[src/rtl/sm4_ck_seq.sv]
// SM4 CK parameter sequencer: streams CK_i words (byte j = 28*i + 7*j mod 256)
// in forward or reverse order, LANES words per beat, over valid/ready.
module sm4_ck_seq #(
    parameter int ROUNDS = 32,
    parameter int LANES  = 1
) (
    input  logic                  clk_sys,
    input  logic                  rst_sys,
    input  logic                  start,
    input  logic                  dec_mode,
    input  logic                  abort,
    output logic                  busy,
    output logic                  ck_valid,
    input  logic                  ck_ready,
    output logic [32*LANES-1:0]   ck_data,
    output logic [4:0]            ck_index,
    output logic                  ck_last
);

    localparam logic [4:0] IDX_REV0 = 5'(ROUNDS - 1);
    localparam logic [4:0] LAST_FWD = 5'(ROUNDS - LANES);
    localparam logic [4:0] LAST_REV = 5'(LANES - 1);
    localparam logic [4:0] IDX_STEP = 5'(LANES);
    localparam logic [7:0] BASE_REV = 8'((28 * (ROUNDS - 1)) % 256);
    localparam logic [7:0] BASE_STEP = 8'((28 * LANES) % 256);

    typedef enum logic {S_IDLE, S_RUN} state_t;

    state_t               r_state;
    logic                 r_dec;
    logic [4:0]           r_idx;
    logic [7:0]           r_base;
    logic                 r_valid;
    logic                 r_busy;
    logic                 r_last;
    logic [32*LANES-1:0]  r_data;

    logic [4:0]           w_idx_nxt;
    logic [7:0]           w_base_nxt;
    logic                 w_last_nxt;

    // Lane words derived from byte0 of lane 0 by wrap-around additions only.
    function automatic logic [32*LANES-1:0] f_build(input logic [7:0] base, input logic dec);
        logic [7:0]          lb;
        logic [32*LANES-1:0] d;
        d  = '0;
        lb = base;
        for (int k = 0; k < LANES; k++) begin
            d[32*k +: 32] = {lb, lb + 8'd7, lb + 8'd14, lb + 8'd21};
            lb = dec ? lb - 8'd28 : lb + 8'd28;
        end
        return d;
    endfunction

    assign w_idx_nxt  = r_dec ? r_idx - IDX_STEP : r_idx + IDX_STEP;
    assign w_base_nxt = r_dec ? r_base - BASE_STEP : r_base + BASE_STEP;
    assign w_last_nxt = (w_idx_nxt == (r_dec ? LAST_REV : LAST_FWD));

    always_ff @(posedge clk_sys) begin
        if (rst_sys) begin
            r_state <= S_IDLE;
            r_dec   <= 1'b0;
            r_idx   <= '0;
            r_base  <= '0;
            r_valid <= 1'b0;
            r_busy  <= 1'b0;
            r_last  <= 1'b0;
            r_data  <= '0;
        end else begin
            case (r_state)
                S_IDLE: begin
                    if (start && !abort) begin
                        r_state <= S_RUN;
                        r_dec   <= dec_mode;
                        r_idx   <= dec_mode ? IDX_REV0 : 5'd0;
                        r_base  <= dec_mode ? BASE_REV : 8'd0;
                        r_data  <= f_build(dec_mode ? BASE_REV : 8'd0, dec_mode);
                        r_last  <= (ROUNDS == LANES);
                        r_valid <= 1'b1;
                        r_busy  <= 1'b1;
                    end
                end
                S_RUN: begin
                    if (abort || (ck_ready && r_last)) begin
                        r_state <= S_IDLE;
                        r_valid <= 1'b0;
                        r_busy  <= 1'b0;
                        r_last  <= 1'b0;
                    end else if (ck_ready) begin
                        r_idx  <= w_idx_nxt;
                        r_base <= w_base_nxt;
                        r_data <= f_build(w_base_nxt, r_dec);
                        r_last <= w_last_nxt;
                    end
                end
                default: r_state <= S_IDLE;
            endcase
        end
    end

    assign busy     = r_busy;
    assign ck_valid = r_valid;
    assign ck_data  = r_data;
    assign ck_index = r_idx;
    assign ck_last  = r_last;

endmodule

[config.mk]
export PLATFORM = sky130hd
export DESIGN_NAME = sm4_ck_seq
export DESIGN_NICKNAME = d
export VERILOG_FILES = /design/src/rtl/sm4_ck_seq.sv
export SDC_FILE = /design/constraint.sdc
export NUM_CORES = 1
export LEC_CHECK = 0
export ABC_CLOCK_PERIOD_IN_PS = 2700
export CAP_MARGIN = 20
export CORE_MARGIN = 1
export CORE_UTILIZATION = 35
export DETAILED_ROUTE_END_ITERATION = 12
export GPL_ROUTABILITY_DRIVEN = 0
export HOLD_SLACK_MARGIN = 0.03
export PLACE_DENSITY = 0.58
export SLEW_MARGIN = 20
export SYNTH_ARGS = -nofsm -noshare
export SYNTH_HDL_FRONTEND = slang
export SYNTH_SLANG_ARGS = --single-unit
[constraint.sdc]
create_clock -name clk_sys -period 2.7 [get_ports clk_sys]
set_input_delay 0.27 -clock clk_sys [delete_from_list [all_inputs] [get_ports clk_sys]]
set_output_delay 0.27 -clock clk_sys [all_outputs]
set_load 0.05 [all_outputs]
; ---- Word level (Yosys, flattened, before mapping)
; Cells that the tools add are included.
[word_totals]
ff_bits = 49
in_bits = 6
output_inout_bits = 40
word_cells = 59
[op_classes]
n_addsub = 10
n_eq_ne = 6
muxes = 27
bitwise_logic = 1
n_reduce_logical = 8
[ops]
columns = op, count
row1 = $mux 32, 3
row2 = $pmux 32 s2, 1
row3 = $mux 8, 4
row4 = $mux 5, 6
row5 = $add 8x5->8 const B, 2
row6 = $pmux 8 s2, 1
row7 = $pmux 5 s2, 1
row8 = $add 7x3->8 const B, 1
row9 = $add 7x4->8 const B, 1
row10 = $add 7x5->8 const B, 1
row11 = $add 8x3->8 const B, 1
row12 = $add 8x4->8 const B, 1
row13 = $sub 8x5->8 const B, 1
row14 = $mux 1, 7
row15 = $mux 7, 1
row16 = $ne 2x2->1 const B, 3
row17 = $pmux 1 s2, 3
row18 = $reduce_and 2->1, 3
row19 = $add 5x1->5 const B, 1
row20 = $eq 5x5->1, 1
row21 = $sub 5x1->5 const B, 1
row22 = $ne 3x2->1 const B, 1
row23 = $reduce_and 3->1, 1
row24 = $logic_and 1x1->1, 2
row25 = 4 further kinds, 4

; ---- Depth between registers and ports, before layout
[logic_depth]
word_depth = 6
ltp_mapped = 9
depth_no_buf = 9

; ---- Least setup slack after synthesis
; Ideal clock, no wire load.
[synth_path]
kind = register to register
startpoint = register r_dec
endpoint = register r_data[6] (netlist: ck_data[6])
setup_time_ns = 0.091
arrival_ns = 2.282
t_required_ns = 2.609
slack_ns = 0.327
path_stages_with_launch = 10
path_buffers = 0
synth_period_minus_slack_ns = 2.373
path_cell_list = dfxtp_1 -> inv_1 -> fa_1 -> nand2_1 -> inv_1 -> ha_1 -> a21oi_1 -> a2111oi_0 -> o21ai_0 -> a311oi_1
[synth_via]
elab_chain_len = 5
[synth_rtl]
columns = item, line_no
row1 = from (decl), 30  ; logic r_dec;
row2 = from (signal assigned), 74  ; r_dec <= dec_mode;
row3 = $mux 8, 56  ; assign w_base_nxt = r_dec ? r_base - BASE_STEP : r_base + BASE_STEP;
row4 = $add 8x5->8, 49  ; d[32*k +: 32] = {lb, lb + 8'd7, lb + 8'd14, lb + 8'd21};
row5 = $mux 32, 89  ; end else if (ck_ready) begin
row6 = $mux 32, 84  ; if (abort || (ck_ready && r_last)) begin
row7 = $pmux 32 s2, 70  ; case (r_state)
row8 = to (signal assigned), 77  ; r_data <= f_build(dec_mode ? BASE_REV : 8'd0, dec_mode);
row9 = to (signal assigned), 92  ; r_data <= f_build(w_base_nxt, r_dec);
row10 = to (decl), 36  ; logic [32*LANES-1:0] r_data;
; Every way passes these cells. The select of a mux whose other input is x is not followed.
; A chain may end at the register's enable or synchronous reset.

==> out/summary.txt <==
Status = finished clean
FFs w/ async S/R, synth = 0
Peak VDD IR = 0.0004374 V
H-tree depth = 2
Port Buffers = 41
Post-synthesis average cell area = 8.176 µm²
CTS Buf Count = 5
FF-to-FF Start = ck_data[26]
Hold slack = 454.5 ps
Core ar. = 5540 µm²
CP Depth = 8
Post-route DRC = 0
Die height = 77.96 µm
M2 GR Usage = 0.2708
Root Driver = clkbuf_8
HP Start = ck_data[12]
Layout cell share with drive strength beyond 1 = 0.1018
GR Layer Usage met3 = 0.02706
Clk_skew = 5.964 ps
Number of buffers and inverters on the critical path = 1
CTS Sinks = 31
Post-synth top area cell = dfxtp_1
Total wire length = 4991 µm
Count of final setup violators = 0
Hpwl dp = 3659 µm
Total Power = 1.424 mW
DP Area = 2465 µm²
Number of global-route vias before repair = 1720
Starting DRT DRC Count = 65
Fin crit share = 0.8761
Dpl cells = 349
Max cap viols = 0
CTS Hold Buffers Added = 0
Setup crit end kind = flop
Drt pass-1 iters = 4
Post-route cell area = 2582 µm²
CTS tree = done
Yosys reg bits = 31
Top-count cell post-synth = dfxtp_1
Slew Viols, Final = 0
Starting Density = 0.3645
Cells resized by post-CTS repair = 0
Pin count of the biggest net entering global routing = 34
GR peak layer = met2
Num rows = 27
Place WS = 398.3 ps
Routed len/inst = 13.98 µm
Synth Area in Adders = 0.08178
Delay-heaviest family, CP = compound AO/OA/AOI/OAI gates
First-pass GRT wire length = 8576 µm
Syn Inst Count = 247
Final worst setup slack = 334.6 ps
TNS Setup = 0 ps
Total Nets Final = 302
# diodes = 0
RSZ-0062 raised after global routing = no
Power Dens Cells = 551.3 nW/µm²
Worst hold path type = reg2reg
Leakage Power = 0.9411 nW
Routed vias/inst = 5.190
Max clock buf depth = 2
Synth cell types = 49
Final Non-Filler Cells = 357
Crit path DAT = 2550 ps
FMAX = 422.8 MHz
CP max stage cell = fa_1
Post-synth EDFFs = 0
Final hold vios = 0
Synth Area in Compound Gates = 0.2670
Fill count = 584
Die Width = 77.96 µm
Simple-gate share of the synthesized area = 0.2206
Clock Pin Slew Worst Setup and Hold Paths = 70 ps
DIE AREA = 6078 µm²
Top-area cell type share of the netlist area = 0.3073
Register area share after synthesis = 0.3073
Main synth FF type = dfxtp_1
Gr usage total = 0.1787
Overflow after GRT = 0
Post-Syn Area = 2019 µm²
Min Tclk post-route = 2365 ps
Synth-to-Final Area Change = 27.88%
Relative slew slack = 0.5665
WP data required = 2880 ps
Critical path startpoint category = flop
Clk_lat worst skew = 280 ps
ANT nets after route = 0
Synth top cells by count = dfxtp_1 (31), nor2_1 (28), a21oi_1 (25)
Worst reg2reg setup slack = 330 ps
Largest family of logic cells by synthesized area = compound AO/OA/AOI/OAI gates
Max stage delay on crit path = 590 ps
Via Count = 1853
Util after Layout = 0.4661
R2R depth = 8
Hold Path Stages = 2
Hold Path End = ck_data[12]
Mux cell area share after synthesis = 0.005576
Critical-path cell list = fa_1 -> nand2_1 -> inv_1 -> ha_1 -> a21oi_1 -> a2111oi_0 -> o21ai_0 -> a311oi_1
Dominant cells by area after synthesis = dfxtp_1 (31%), a21oi_1 (6.2%), ha_1 (6.2%)
Crit-path max FO = 9
Slew @ Worst Pin = 648.3 ps
Ports = 46
Crit path kind = reg2reg
FF-to-FF End = ck_data[6]
Xor-xnor portion of the synthesized cell area = 0.04027
YS warnings = 0
Met1 Resource Use GR = 0.2585
Total setup buffers inserted after CTS = 0
Initial antenna violation count = 0
-- power breakdown --
part	leakage (nW)	internal, mW	switching [mW]
clock	0.0612	0.299	0.184
combinational	0.626	0.148	0.283
sequential	0.254	0.486	0.0232
-- layer usage --
layer,routed length (µm),share of wire
met5,0,0
met4,57,0.011
met3,223,0.045
met2,2165,0.43
met1,2545,0.51
-- worst reg2reg max path: stages (launching register included) --
cell       delay, ps
dfxtp_1          400
fa_1             590
nand2_1           80
inv_1            150
ha_1             220
a21oi_1           70
a2111oi_0        380
o21ai_0          120
a311oi_1         260
-- cell families after synthesis --
| logic type | Yosys count |
|---|---|
| simple gates | 89 |
| mux | 1 |
| other cells | 1 |
| fa+ha+maj | 12 |
| flops | 31 |
| buf+inv | 28 |
| xor+xnor | 6 |
| compound gates | 79 |
-- sequential cells by signal (all words and copies together) (netlist names) --
register  count
ck_index      5
ck_data      22
ck_last       1
r_state       1
busy          1
r_dec         1
-- worst max path at each step --
stage / slack, ps / startpoint / endpoint
after floorplan: 330 / r_dec / ck_data[6]
after detailed placement: 400 / ck_data[26] / ck_data[6]
final: 330 / ck_data[26] / ck_data[6]
after global placement: 440 / r_dec / ck_data[23]
after global routing: 70 / r_dec / ck_data[6]
after CTS: 320 / ck_data[26] / ck_data[6]
-- placed cells by master (no fill, tap or decap), drive strengths merged, types with 4 or more instances in the layout --
| cell | synthesis | routed |
|---|---|---|
| a211oi | 9 | 9 |
| a21oi | 25 | 25 |
| a311oi | 5 | 5 |
| a31oi | 4 | 4 |
| and2 | 4 | 4 |
| buf | 16 | 8 |
| clkbuf | 6 | 6 |
| clkdlybuf4s50 | 0 | 41 |
| conb | 1 | 4 |
| dfxtp | 31 | 31 |
| ha | 10 | 10 |
| inv | 6 | 6 |
| nand2 | 21 | 21 |
| nand2b | 5 | 5 |
| nand3 | 6 | 6 |
| nor2 | 28 | 28 |
| o21ai | 16 | 16 |
| or3 | 5 | 5 |
-- area by class of cell --
cell class | instances | area (µm²) | share of cell area
inverters | 6 | 22.52 | 0.008721
flip-flops and latches | 31 | 620.6 | 0.2403
repair buffers | 49 | 470.5 | 0.1822
well taps | 72 | 90.09 | 0.03488
clock buffers | 6 | 82.58 | 0.03198
multi-input cells | 191 | 1261 | 0.4884
clock inverters | 2 | 35.03 | 0.01357
No activity file was read; power rests on OpenSTA's default activity.
